`config.mk`:
```
export PLATFORM = sky130hd
export DESIGN_NAME = cursor_ctrl
export DESIGN_NICKNAME = d
export VERILOG_FILES = /design/src/rtl/cursor_ctrl.sv
export SDC_FILE = /design/constraint.sdc
export NUM_CORES = 1
export LEC_CHECK = 0
export CAP_MARGIN = 15
export CORE_UTILIZATION = 30
export DETAILED_ROUTE_END_ITERATION = 12
export PLACE_DENSITY = 0.47
export SLEW_MARGIN = 20
export SYNTH_ARGS = -nofsm -noshare
export SYNTH_HDL_FRONTEND = slang
export SYNTH_SLANG_ARGS = --single-unit
```
`constraint.sdc`:
```
create_clock -name clk -period 2.28 [get_ports clk]
set_clock_uncertainty 0.05 [all_clocks]
set_input_delay 0.342 -clock clk [delete_from_list [all_inputs] [get_ports clk]]
set_output_delay 0.342 -clock clk [all_outputs]
set_load 0.005 [all_outputs]
```
`src/rtl/cursor_ctrl.sv`:
```
// Cursor controller: four active-low buttons move an (x, y) cursor on a
// MAX_X x MAX_Y grid. A press event steps the cursor once. A steady hold
// then auto-repeats, first after REPEAT_DELAY cycles and then every
// REPEAT_RATE cycles. Edges either wrap or clamp, depending on WRAP.
module cursor_ctrl #(
  parameter int MAX_X        = 64,
  parameter int MAX_Y        = 48,
  parameter int CW           = 8,
  parameter int WRAP         = 1,
  parameter int REPEAT_DELAY = 25_000_000,
  parameter int REPEAT_RATE  = 5_000_000
) (
  input  logic          clk,
  input  logic          rst,
  input  logic [3:0]    move,
  output logic [CW-1:0] cursor_x,
  output logic [CW-1:0] cursor_y,
  output logic          start_screen,
  output logic          step
);

  // The counter must hold the larger of the two reload values.
  localparam int CNT_MAX = (REPEAT_DELAY > REPEAT_RATE) ? REPEAT_DELAY : REPEAT_RATE;
  localparam int CNT_W   = (CNT_MAX > 2) ? $clog2(CNT_MAX) : 1;

  localparam logic [CNT_W-1:0] DELAY_LOAD = CNT_W'((REPEAT_DELAY > 0) ? REPEAT_DELAY - 1 : 0);
  localparam logic [CNT_W-1:0] RATE_LOAD  = CNT_W'((REPEAT_RATE > 0) ? REPEAT_RATE - 1 : 0);

  typedef enum logic [1:0] {
    ST_IDLE,
    ST_DELAY,
    ST_REPEAT
  } state_t;

  // Button synchronizer. Buttons are active low, so "all released" is 4'hF.
  logic [3:0] sync1_reg;
  logic [3:0] sync2_reg;

  // Pressed set as seen by the logic, and its value from the previous cycle.
  logic [3:0] pressed;
  logic [3:0] p_prev_reg;

  state_t         state_reg;
  logic [CNT_W-1:0] cnt_reg;

  // Index 0 is the column and index 1 is the row.
  logic [CW-1:0] coord_reg  [2];
  logic [CW-1:0] coord_next [2];

  logic step_reg;
  logic start_reg;

  logic press_evt;
  logic take_step;

  assign pressed = ~sync2_reg;

  // Two-flop synchronizer for the asynchronous button inputs.
  always_ff @(posedge clk or negedge rst) begin
    if (!rst) begin
      sync1_reg <= 4'hF;
      sync2_reg <= 4'hF;
    end else begin
      sync1_reg <= move;
      sync2_reg <= sync1_reg;
    end
  end

  // A press event is any change in a non-empty pressed set.
  // This includes adding or removing one key while others stay held.
  // A step happens on a press event. While the held set is unchanged, a step
  // also happens when the repeat counter expires in DELAY or REPEAT.
  always_comb begin
    press_evt = (pressed != 4'b0000) && (pressed != p_prev_reg);
    take_step = press_evt ||
                ((pressed != 4'b0000) && (state_reg != ST_IDLE) && (cnt_reg == '0));
  end

  // Per-axis next coordinate for a step.
  // Opposing keys cancel out. Each axis then either wraps or clamps at its
  // ends. The edges are compared before any add or subtract, so the CW-bit
  // arithmetic can never overflow.
  genvar gi;
  generate
    for (gi = 0; gi < 2; gi++) begin : g_axis
      localparam int            AXIS_MAX = (gi == 0) ? MAX_X : MAX_Y;
      localparam logic [CW-1:0] LAST     = CW'(AXIS_MAX - 1);

      logic inc;
      logic dec;

      // Column: right (bit 3) increments and left (bit 0) decrements.
      // Row: down (bit 1) increments and up (bit 2) decrements.
      assign inc = (gi == 0) ? pressed[3] : pressed[1];
      assign dec = (gi == 0) ? pressed[0] : pressed[2];

      assign coord_next[gi] =
          (inc && !dec) ? ((coord_reg[gi] == LAST) ? ((WRAP != 0) ? '0 : LAST)
                                                   : coord_reg[gi] + 1'b1) :
          (dec && !inc) ? ((coord_reg[gi] == '0)   ? ((WRAP != 0) ? LAST : '0)
                                                   : coord_reg[gi] - 1'b1) :
                          coord_reg[gi];
    end
  endgenerate

  // Repeat FSM together with the registered cursor, step and start_screen outputs.
  always_ff @(posedge clk or negedge rst) begin
    if (!rst) begin
      state_reg    <= ST_IDLE;
      cnt_reg      <= '0;
      p_prev_reg   <= 4'b0000;
      coord_reg[0] <= '0;
      coord_reg[1] <= '0;
      step_reg     <= 1'b0;
      start_reg    <= 1'b1;
    end else begin
      p_prev_reg <= pressed;
      step_reg   <= take_step;

      if (take_step) begin
        coord_reg[0] <= coord_next[0];
        coord_reg[1] <= coord_next[1];
        start_reg    <= 1'b0;
      end

      if (pressed == 4'b0000) begin
        // Everything released: abandon any hold without stepping.
        state_reg <= ST_IDLE;
        cnt_reg   <= '0;
      end else if (press_evt) begin
        // A new press (or a change to the held set) restarts the hold delay.
        if (REPEAT_DELAY > 0) begin
          state_reg <= ST_DELAY;
          cnt_reg   <= DELAY_LOAD;
        end else begin
          state_reg <= ST_IDLE;
          cnt_reg   <= '0;
        end
      end else begin
        case (state_reg)
          ST_DELAY: begin
            if (cnt_reg == '0) begin
              state_reg <= ST_REPEAT;
              cnt_reg   <= RATE_LOAD;
            end else begin
              cnt_reg <= cnt_reg - 1'b1;
            end
          end
          ST_REPEAT: begin
            if (cnt_reg == '0) begin
              cnt_reg <= RATE_LOAD;
            end else begin
              cnt_reg <= cnt_reg - 1'b1;
            end
          end
          default: begin
            state_reg <= ST_IDLE;
            cnt_reg   <= '0;
          end
        endcase
      end
    end
  end

  assign cursor_x     = coord_reg[0];
  assign cursor_y     = coord_reg[1];
  assign step         = step_reg;
  assign start_screen = start_reg;

endmodule

```
Word-level counts from Yosys, hierarchy flattened
Index checks and enable logic that the tools add are counted.
Storage, ports and cells
  latch bits: 0
  bits of input ports: 6
  output and inout bits: 18
  memory bits (writable): 0
  bits in registers: 57
  memory bits (read-only): 0
  memories: 0
  logic and storage cells: 62
Cells by class
  shifts and indexed selects: 0
  bitwise operators: 1
  equal/unequal tests: 7
  reduce and logical (&&, ||, !) cells: 24
  mux-type cells: 16
  add/subtract/negate cells: 5
  $lt $le $gt $ge: 0
  multipliers: 0
  divide/modulo/power cells: 0
Operator list (count)
  2-to-1 mux 25 bit: 4
  2-to-1 mux 8 bit: 8
  logical NOT 25 bit: 1
  subtractor 25 x 1 -> 25 bit (second input constant): 1
  adder 8 x 1 -> 8 bit (second input constant): 2
  equality test 8 x 6 -> 1 bit (second input constant): 2
  logical NOT 8 bit: 2
  subtractor 8 x 1 -> 8 bit (second input constant): 2
  logical AND 1 bit: 7
  2-to-1 mux 2 bit: 3
  AND reduction 2 bit: 3
  nonzero test 2 bit: 3
  logical NOT 1 bit: 4
  logical NOT 4 bit: 1
  != test 4 bit: 1
  != test 4 bit (second input constant): 1
  NOT 4 bit: 1
  one-hot mux 2 bit (2 select lines): 1
  nonzero test 4 bit: 1
  != test 3 bit (second input constant): 1
  equality test 2 x 1 -> 1 bit (second input constant): 1
  equality test 2 bit (second input constant): 1
  OR reduction 2 bit: 1
  logical OR 1 bit: 1

Depth between registers and ports, before layout
Gate-level depths: netlist (run 1).
  depth in word-level cells: 6
  mapped depth: 9
  gate-level depth less buffers: 8

Worst setup path before layout (run 1)
OpenSTA, ideal clock, no wires.
  path kind: register -> register
  start: register cnt_reg[5]
  end: register coord_reg, in the netlist cursor_y[2]
  library setup time: 139 ps
  path slack: -3 ps
  period minus slack after synthesis: 2283 ps
  required time: 2091 ps
  data arrival time: 2094 ps
  cell stages (with the launch flop): 8
  cell sequence: dfrtp_1 > or4_1 > or3_1 > o31a_1 > buf_6 > buf_6 > o31ai_4 > o41ai_2
On the way
  word-level cells in the longest chain between the ends: 4
RTL lines
  from (decl): RTL line 44  | logic [CNT_W-1:0] cnt_reg;
  from (signal assigned): RTL line 146  | cnt_reg <= cnt_reg - 1'b1;
  from (signal assigned): RTL line 153  | cnt_reg <= cnt_reg - 1'b1;
  logical NOT 25 bit: RTL line 76  | ((pressed != 4'b0000) && (state_reg != ST_IDLE) && (cnt_reg == '0));
  logical AND 1 bit: RTL line 76
  logical OR 1 bit: RTL line 75  | take_step = press_evt ||
  AND reduction 2 bit (no source line)
  to (decl): RTL line 47  | logic [CW-1:0] coord_reg [2];
Every way passes these cells.
A chain may end at the register's enable or synchronous reset.

Final worst setup path (run 1)
  start: register cnt_reg[5]
  end: register cnt_reg[19]
On the way
  word-level cells in the longest chain between the ends: 5
RTL lines
  subtractor 25 x 1 -> 25 bit / logical NOT 25 bit (equally long branches)
  2-to-1 mux 25 bit *: RTL line 142, 150
  2-to-1 mux 25 bit *
  2-to-1 mux 25 bit *: RTL line 130  | end else if (press_evt) begin
  2-to-1 mux 25 bit *: RTL line 126  | if (pressed == 4'b0000) begin
Every way passes the cells marked *; elsewhere a longest branch is shown, timed or not.

==> impl_metrics.json, run 1 <==
{
  "drive_gt1_frac": 0.252,
  "cts_max_level": 3,
  "synthArstFlopShare": 1.00,
  "grt_pass1_vias": 2965,
  "dp_hpwl_um": 5830,
  "grt_pass1_wl_um": 13900,
  "dp_slack_ns": -0.159,
  "arrival_ns": 2.56,
  "fin_tns_setup_ns": -0.0466,
  "cts_sinks": 57,
  "critPathMaxStageDelay_ns": 0.53,
  "cts_tree": "built",
  "crit_type": "flip-flop to flip-flop",
  "syn_area_um2": 3290,
  "rows": 37,
  "cts_root_buf": "clkbuf_8",
  "cts_buffers": 9,
  "yosysUniqueCellTypes": 51,
  "post-route-drc-count": 0,
  "final_area_um2": 4420,
  "fillers": 1088,
  "grt_max_degree": 58,
  "synth_edf_count": 0,
  "drt-initial-drc-count": 101,
  "viasPerCell": 5.13,
  "path_cells": "or4_4 > or3_4 > buf_6 > buf_6 > or3_4 > o31ai_4 > a211o_1",
  "ys_warn_count": 0,
  "die_h_um": 107,
  "antenna_found_initial": 0,
  "dpl_cell_area_um2": 3960,
  "gp_congestion": 0.859,
  "diodes": 0,
  "layout_commonest_cell": "dfrtp_1",
  "violations": "setup timing",
  "insertion_delay_ns": 0.34,
  "start_util": 0.315,
  "slew_headroom": 0.615,
  "ir_worst_vdd_mv": 0.551,
  "timing.critical_path.fanout_max": 3,
  "dieArea_um2": 11400,
  "synth_top_area_frac": 0.365,
  "cp-end-kind": "flip-flop",
  "avgSynthCellArea_um2": 9.27,
  "worst-slew-pin-transition_ns": 0.572,
  "cp_slowest_cell": "or4_4",
  "post_synth_main_area_contributors": "dfrtp_1, dfstp_2, xnor2_1, ha_1, nor2_1",
  "syn_to_final_growth_pct": 34.4,
  "largest_reg_flops": 25,
  "syn_inst": 355,
  "synth-seq-cells": 57,
  "io-pin-count": 24,
  "track_usage": 0.158,
  "core_um2": 10500,
  "gr-total-overflow": 0,
  "p_leak_nw": 1.71,
  "nets": 438,
  "period_share": 1.02,
  "drt-pass1-iter-count": 4,
  "path_delay_family": "simple AND/OR/NAND/NOR gates",
  "slew_violations": 0,
  "worstHoldPathType": "flip-flop to flip-flop",
  "hold_violations": 0,
  "syn-num-nets": 373,
  "postLayoutCoreUtil": 0.423,
  "fin_ws_ns": -0.0443,
  "status": "finished with violations",
  "cp.required_ns": 2.51,
  "setup_viol": 2,
  "wl_per_cell_um": 14.9,
  "clock_path_buffers": 2,
  "yosysTopAreaCell": "dfrtp_1",
  "ant_nets": 0,
  "routed_wl_um": 8380,
  "synth_ff_type": "dfrtp_1",
  "rsz0062_at_grt": "yes",
  "clkTransAtPathRegs_ns": 0.07,
  "max_cap_violations": 0,
  "fp.dieW_um": 107,
  "vias": 2876,
  "critPathLaunchType": "flip-flop",
  "io_buffers": 23,
  "crit_buf_inv": 2,
  "p_per_area_nw_per_um2": 880,
  "mostFrequentLayoutCells": "dfrtp_1, buf_4, nor2_1",
  "fmax_mhz": 430,
  "synth-seq-area-share": 0.437,
  "layout_min_cycle_time_ns": 2.32
}
## worst reg2reg max path, cell delays in order (launching register included)
cell	delay [ns]
dfrtp_1	0.38
or4_4	0.53
or3_4	0.35
buf_6	0.13
buf_6	0.11
or3_4	0.38
o31ai_4	0.21
a211o_1	0.12
## synth_stat cells, types with 2 or more instances
cell type and instances:
a211o_1 2, a21o_1 3, a21oi_1 23, a22oi_1 2
and2_1 3, and4_1 2, buf_1 4, buf_6 2
clkbuf_1 10, dfrtp_1 48, dfstp_2 9, ha_1 12
inv_1 19, nand2_1 19, nand2b_1 4, nand3_1 10
nand4_1 5, nor2_1 36, nor2b_1 4, nor3_1 13
nor3b_1 4, nor4_1 15, nor4b_1 3, o211ai_1 2
o21ai_0 25, o31a_1 2, o31ai_1 15, o31ai_2 2
o41ai_2 2, or3_1 7, or4_1 4, xnor2_1 24
xor2_1 2
## layer usage
metal  wire length (µm)  GRT usage  vias up  share of wire
li1                   -          -     1410              -
met1               3860      0.196     1409           0.46
met2               4140      0.265       44           0.49
met3                260     0.0389       13          0.031
met4                114     0.0568        0          0.014
met5                  0          0        -              0
## final timing paths
path | slack [ns] | end | start | cells past startpoint
max | -0.04 | cnt_reg[19] | cnt_reg[5] | 7
min | 0.31 | sync2_reg[3] | sync1_reg[3] | 0
max reg2reg | -0.04 | cnt_reg[19] | cnt_reg[5] | 7
min reg2reg | 0.31 | sync2_reg[3] | sync1_reg[3] | 0
max in group asynchronous | 1.39 | sync2_reg[0] | rst | 3
min in group asynchronous | 0.49 | cnt_reg[21] | rst | 3
## timing repair
action / in CTS / in global routing
endpoints found under the setup margin: 33 / 35
buffers inserted: 1 / 0
gates resized for setup: 26 / 32
endpoints found under the hold margin: 48 / 0
hold buffers: 1 / 0
gates cloned: 0 / 0
pin swaps: 15 / 7
## where the power goes
part           leakage, nW  switching, mW  internal, mW
registers            0.633          0.224          1.17
clock network        0.103          0.394         0.561
logic                0.971          0.773         0.770
total                 1.71           1.39          2.50
## cell type report
cell class | instances | area (µm²) | area share
clock buffers | 13 | 159 | 0.0359
repair buffers | 71 | 631 | 0.143
flip-flops and latches | 57 | 1440 | 0.325
well taps | 136 | 170 | 0.0385
inverters | 20 | 80.1 | 0.0181
clock inverters | 3 | 40.0 | 0.00905
multi-input cells | 261 | 1910 | 0.431
## cells by family after synthesis
logic type | after synthesis | share of synthesized area
DFF | 57 | 0.437
muxes | 1 | 0.00304
buffers and inverters | 37 | 0.0487
adders and majority gates | 12 | 0.0456
xor gates and xnor gates | 26 | 0.0692
AOI/OAI and AO/OA | 88 | 0.181
and+or+nand+nor | 134 | 0.216
## per-stage QoR
stage | hold WS, ns | instances | total power [mW]
detailed placement | 0.297 | 543 | 2.82
floorplan | -0.00359 | 355 | 2.17
global route | 0.316 | 561 | 4.17
global placement | 0.298 | 543 | 2.81
finish | 0.308 | 561 | 3.89
CTS | 0.309 | 561 | 3.84
Power figures use the tool's default switching activity.
==> run 2, diff against run 1 <==
Settings changed: ABC_CLOCK_PERIOD_IN_PS set to 2280.
==> results of run 2 <==
No change in the layout: final DEF, timing and power equal those of run 1.
==> run 3, diff against run 2 <==
Settings changed: CORE_MARGIN set to 8, CTS_BUF_LIST set to sky130_fd_sc_hd__clkbuf_4.
==> run 3 against run 2 <==
Compared with the run above:
- the run still ends with setup timing left
- critical path depth shrank 1
- sequential share of layout area increased by 1.2 points
- clock-buffer cell count shrank 2
- highest routed layer unchanged
- final cell count increased by 0.36%
- first-iteration DRC count grew 48%
- worst setup slack worse by 0.030 ns
- largest power group unchanged
==> impl_metrics.json, run 3 (synthesis results as in run 1) <==
{
  "r2r-start": "cnt_reg[5]",
  "diodes": 0,
  "dieArea_um2": 14600,
  "io_buffers": 23,
  "largest_reg_flops": 25,
  "worstHoldPathType": "primary input to flip-flop",
  "io-pin-count": 24,
  "violations": "setup timing",
  "syn_to_final_growth_pct": 29.7,
  "cp-end-kind": "flip-flop",
  "cts_root_buf": "clkbuf_4",
  "post-route-drc-count": 0,
  "crit_type": "flip-flop to flip-flop",
  "drive_gt1_frac": 0.225,
  "rsz0062_at_grt": "yes",
  "vias": 2854,
  "gr-total-overflow": 0,
  "cp.required_ns": 2.53,
  "min_path_cells": 1,
  "layout_min_cycle_time_ns": 2.35,
  "fmax_mhz": 425,
  "cts_max_level": 3,
  "gp_congestion": 0.805,
  "antenna_found_initial": 0,
  "critPathLaunchType": "flip-flop",
  "clkTransAtPathRegs_ns": 0.10,
  "postLayoutCoreUtil": 0.396,
  "track_usage": 0.124,
  "layout_commonest_cell": "dfrtp_1",
  "timing.critical_path.fanout_max": 8,
  "crit_buf_inv": 1,
  "grt_max_degree": 24,
  "clock_path_buffers": 2,
  "reg2reg_setup_slack_ns": -0.07,
  "fin_ws_ns": -0.0743,
  "cp_slowest_cell": "or4_4",
  "cts_tree": "built",
  "period_share": 1.03,
  "grt_pass1_wl_um": 14500,
  "hold_end": "sync1_reg[1]",
  "hold_violations": 0,
  "arrival_ns": 2.60,
  "min_from": "move[1]",
  "slew_violations": 0,
  "slew_headroom": 0.612,
  "max_cap_violations": 0,
  "nets": 436,
  "drt-pass1-iter-count": 4,
  "setup_viol": 5,
  "viasPerCell": 5.07,
  "r2r_cells": 6,
  "worst-slew-pin-transition_ns": 0.582,
  "fp.dieW_um": 121,
  "critPathMaxStageDelay_ns": 0.54,
  "start_util": 0.305,
  "status": "finished with violations",
  "p_per_area_nw_per_um2": 847,
  "ir_worst_vdd_mv": 0.563,
  "path_cells": "or4_4 > or3_4 > o31a_4 > buf_12 > a211o_1 > a32o_1",
  "dp_hpwl_um": 6050,
  "ant_nets": 0,
  "p_leak_nw": 1.66,
  "grt_pass1_vias": 2977,
  "mostFrequentLayoutCells": "dfrtp_1, buf_4, nor2_1",
  "insertion_delay_ns": 0.40,
  "cts_sinks": 57,
  "routed_wl_um": 8670,
  "core_um2": 10800,
  "path_delay_family": "simple AND/OR/NAND/NOR gates",
  "cts_buffers": 9,
  "hold_ws_ns": 0.291,
  "rows": 38,
  "die_h_um": 121,
  "worstReg2RegEnd": "cursor_y[5]",
  "wl_per_cell_um": 15.4,
  "drt-initial-drc-count": 149
}
run 3: layout make-up:
type	count	area [µm²]
Fill cell	1083	6520
Multi-Input combinational cell	261	1830
Sequential cell	57	1440
Timing Repair Buffer	69	618
Tap cell	140	175
Clock buffer	11	82.6
Inverter	20	80.1
Clock inverter	5	46.3
run 3: per-stage QoR:
step                      std cells  total power [mW]  setup TNS [ns]  instance area (µm²)  setup slack, ns
after floorplan                 355              2.17        -0.00264                 3290         -0.00264
after global placement          544              2.83           -1.57                 3960           -0.121
after detailed placement        544              2.83           -2.35                 3960           -0.155
after CTS                       563              3.59          -0.171                 4180          -0.0710
after global routing            563              3.89           -1.07                 4270           -0.132
final                           563              3.62          -0.210                 4270          -0.0743
run 3: power by group:
part           internal [mW]  switching, mW  total [mW]
combinational          0.757          0.762        1.52
sequential              1.17          0.220        1.39
clock                  0.347          0.362       0.710
total                   2.27           1.34        3.62
run 3: worst max-delay path by stage:
stage,from,slack (ns),depth (start not counted),to
after global routing,cnt_reg[5],-0.13,6,cursor_x[4]
after detailed placement,cnt_reg[5],-0.15,6,cursor_y[5]
after CTS,cnt_reg[5],-0.07,6,cursor_x[4]
after floorplan,cnt_reg[5],-0.003,7,cursor_y[2]
after global placement,cnt_reg[5],-0.12,6,cursor_y[5]
final,cnt_reg[5],-0.07,6,cursor_y[5]
run 3: per-layer routing:
layer  track usage  vias up  part of all wire
met1         0.155     1393              0.48
met5             0        -                 0
li1              -     1409                 -
met4        0.0312        0            0.0085
met2         0.200       45              0.48
met3        0.0429        7             0.039
run 3: repair_timing:
item / 4_1_cts / 5_1_grt
endpoints found under the setup margin: 28 / 30
pin swaps: 2 / 7
buffers inserted: 1 / 0
cloned: 1 / 0
hold endpoints to repair: 18 / 0
gates resized for setup: 13 / 22
hold buffers: 1 / 0
==> patch 1, RTL diff (settings of run 1) <==
Re-encode `state_t` (3 states) as one-hot, 3 bits wide.
--- a/src/rtl/cursor_ctrl.sv
+++ b/src/rtl/cursor_ctrl.sv
@@ -26,10 +26,10 @@
   localparam logic [CNT_W-1:0] DELAY_LOAD = CNT_W'((REPEAT_DELAY > 0) ? REPEAT_DELAY - 1 : 0);
   localparam logic [CNT_W-1:0] RATE_LOAD  = CNT_W'((REPEAT_RATE > 0) ? REPEAT_RATE - 1 : 0);
 
-  typedef enum logic [1:0] {
-    ST_IDLE,
-    ST_DELAY,
-    ST_REPEAT
+  typedef enum logic [2:0] {
+    ST_IDLE   = 3'b001,
+    ST_DELAY  = 3'b010,
+    ST_REPEAT = 3'b100
   } state_t;
 
   // Button synchronizer. Buttons are active low, so "all released" is 4'hF.
Behaviour: same outputs for any inputs over 10 cycles, from zero or initial values and one cycle with rst low; not proved beyond that.
==> patch 1 against run 1 <==
- synthesized area about the same
- wire length down 2.3%
- design area down 5.6%
- first-iteration DRC count down 9.9%
- setup slack better by 140 ps
- critical path type unchanged
- total power up 1.5%
- sequential cell count up 1
==> patch 1: results (changes against run 1) <==
| Metric | Value |
|---|---|
| Layout cells sized above 1 | `20.2% (was 25.2%)` |
| Inverter count | `17 (was 20)` |
| Met3 Use GR | `3.28% (was 3.89%)` |
| Worst vdd ir | `0.377 mV (was 0.551 mV)` |
| Dpl ws | `21.7 ps (was -159 ps)` |
| Met3 WL | `357 um (was 260 um)` |
| NonClk Buf Share | `12.7% (was 14.3%)` |
| Area of the multi-input gates | `1730 um^2 (was 1910 um^2)` |
| CP arrival | `2420 ps (was 2560 ps)` |
| Global placer's final weighted congestion | `0.841 (was 0.859)` |
| Comb_multi_in | `258 (was 261)` |
| Total GRT Usage | `15.9% (was 15.8%)` |
| Global routing usage on met1 | `22.3% (was 19.6%)` |
| Status | `completed (was finished, violations left)` |
| Post-synth net total | `369 (was 373)` |
| Placed Area | `3880 um^2 (was 3960 um^2)` |
| Post-synthesis instance total | `354 (was 355)` |
| Cell leakage power | `1.60 nW (was 1.71 nW)` |
| Non-filler cells, final | `546 (was 561)` |
| Flops & latches, synth | `58 (was 57)` |
| Worst-Margin Slew | `559 ps (was 572 ps)` |
| Post-Synth XOR/XNOR Area | `7.45% (was 6.92%)` |
| Switching power | `0.00139 W (about the same)` |
| WL met2 | `3.63 mm (was 4.14 mm)` |
| Post_cts resized | `1 (was 26)` |
| Fillers | `1089 (was 1088)` |
| Signal buffers | `61 (was 71)` |
| Clock network area share | `5.25% (was 4.50%)` |
| Final Util | `39.9% (was 42.3%)` |
| Yosys top cell area share | `36.5% (about the same)` |
| Mux cell area share after synthesis | `0.304% (about the same)` |
| Dpl cells | `527 (was 543)` |
| Largest net degree at the start of global routing | `59 (was 58)` |
| Clkbuf count | `11 (was 13)` |
| DR iter-0 viols | `91 (was 101)` |
| Post-synthesis cell type count | `54 (was 51)` |
| Wire length of the first global-routing pass | `14.4 mm (was 13.9 mm)` |
| Mapped Avg Cell Area | `9.30 um^2 (was 9.27 um^2)` |
-- patch 1: worst max-delay path, delay by kind of cell (launching register included) --
kind                   cells  cell delay [ps]
flip-flops                 1              390
AND/OR/NAND/NOR            3              960
AO/OA/AOI/OAI              2              560
buffers and inverters      1              150
-- patch 1: path summary, 6_finish.rpt --
path	start	end	slack, ps	cells past startpoint
hold reg to reg	sync1_reg[2]$_DFF_PN1_	sync2_reg[2]$_DFF_PN1_	310	0
min in group asynchronous	rst	cnt_reg[7]$_DFF_PN0_	460	3
max in group asynchronous	rst	sync1_reg[0]$_DFF_PN1_	1390	3
setup reg to reg	cnt_reg[14]$_DFF_PN0_	cursor_y[3]$_DFFE_PN0P_	90	6
hold / removal	sync1_reg[2]$_DFF_PN1_	sync2_reg[2]$_DFF_PN1_	310	0
setup / recovery	cnt_reg[14]$_DFF_PN0_	cursor_y[3]$_DFFE_PN0P_	90	6
==> patch 2, RTL diff (config.mk and constraints of run 1) <==
Made on the original files. `MAX_Y`: 48 -> 32.
--- a/src/rtl/cursor_ctrl.sv
+++ b/src/rtl/cursor_ctrl.sv
@@ -4,7 +4,7 @@
 // REPEAT_RATE cycles. Edges either wrap or clamp, depending on WRAP.
 module cursor_ctrl #(
   parameter int MAX_X        = 64,
-  parameter int MAX_Y        = 48,
+  parameter int MAX_Y        = 32,
   parameter int CW           = 8,
   parameter int WRAP         = 1,
   parameter int REPEAT_DELAY = 25_000_000,
Check against the original RTL: not equivalent (a bounded check fails within 4 cycles, from zero or initial values and one cycle with rst low).
==> patch 2 against run 1 <==
- the flow still finishes with violations (setup timing)
- synthesized area decreased by 3.1%
- core utilization decreased by 1.5 points
- wire length decreased by 2.7%
- total power decreased by 4.2%
- sequential share of layout area increased by 1.7 points
- setup slack got worse by 180 ps
- sequential cell count unchanged
- clock power increased by 3.4%
- via count decreased by 2.0%
- design area decreased by 4.9%
- die area decreased by 3.1%
- sequential power about the same
- largest power group is now sequential cells
==> patch 2: results (changes against run 1) <==
| Metric | Value |
|---|---|
| Status | `finished, violations left (unchanged)` |
| Failing checks | `setup timing (unchanged)` |
| Reg2reg path depth | `5 (was 7)` |
| Worst Slack Setup Final | `-220 ps (was -44.3 ps)` |
| CP arrival | `2670 ps (was 2560 ps)` |
| M2 GR Usage | `25.1% (was 26.5%)` |
| Global placer's final weighted congestion | `0.847 (was 0.859)` |
| WL met1 | `3.90 mm (was 3.86 mm)` |
| Placed Area | `3890 um^2 (was 3960 um^2)` |
| Vias in the first global route | `2828 (was 2965)` |
| Synth Area in Adders | `4.71% (was 4.56%)` |
| CP Launch Point | `cnt_reg[18]$_DFF_PN0_ (was cnt_reg[5]$_DFF_PN0_)` |
| # setup viols final | `21 (was 2)` |
| Non-filler cells, final | `558 (was 561)` |
| Met3 WL | `309 um (was 260 um)` |
| Reg-to-Reg End | `cursor_x[5]$_DFFE_PN0P_ (was cnt_reg[19]$_DFF_PN0_)` |
| Post-CTS setup buffer count | `2 (was 1)` |
| Reg2reg start | `cnt_reg[18]$_DFF_PN0_ (was cnt_reg[5]$_DFF_PN0_)` |
| Worst vdd ir | `0.511 mV (was 0.551 mV)` |
| Post_cts resized | `12 (was 26)` |
| Setup TNS | `-2460 ps (was -46.6 ps)` |
| Dpl ws | `-167 ps (was -159 ps)` |
| Worst-Margin Slew | `498 ps (was 572 ps)` |
| Post-synthesis cell type count | `47 (was 51)` |
| Total GRT Usage | `15.8% (about the same)` |
| Met3 Use GR | `4.18% (was 3.89%)` |
| WHS | `300 ps (was 308 ps)` |
| Global routing usage on met1 | `20.6% (was 19.6%)` |
| Post-synth net total | `362 (was 373)` |
| Routed wire length | `8.15 mm (was 8.38 mm)` |
| Crit Path Max Fanout | `6 (was 3)` |
| Mux cell area share after synthesis | `0.628% (was 0.304%)` |
| Post-synthesis instance total | `344 (was 355)` |
| Cell leakage power | `1.77 nW (was 1.71 nW)` |
| Switching Fraction | `33.7% (was 35.7%)` |
| Wire length of the first global-routing pass | `13.8 mm (was 13.9 mm)` |
| Layout cells sized above 1 | `21.6% (was 25.2%)` |
==> patch 2: cell count changes in the layout (fill, tap and decap cells not counted), sizes merged, moves of 4 or more <==
cell   before  now
xor2        2   12
a21oi      23   13
xnor2      24   12
o31ai      18    6
a31oi       1   14
nand4       5    9
nand2      19   23
nor3b       4    0
nor4       15    6
and3        1    6
o21ai      26   30
or3         7    3
==> patch 2: power groups by stage <==
stage	Clock (W)	Combinational, W	Sequential, W
2_1_floorplan	0	0.000666	0.00136
3_3_place_gp	0	0.00133	0.00140
3_5_place_dp	0	0.00131	0.00139
4_1_cts	0.00103	0.00134	0.00138
5_1_grt	0.00107	0.00150	0.00141
6_report	0.000987	0.00136	0.00139
==> patch 2: area by class of cell <==
type	instances	area [um^2]
repair buffers	73	627
repair inverters	1	7.51
well taps	136	170
flip-flops and latches	57	1440
fillers	1007	6120
multi-input cells	257	1690
inverters	18	70.1
clock inverters	2	35.0
clock buffers	14	173
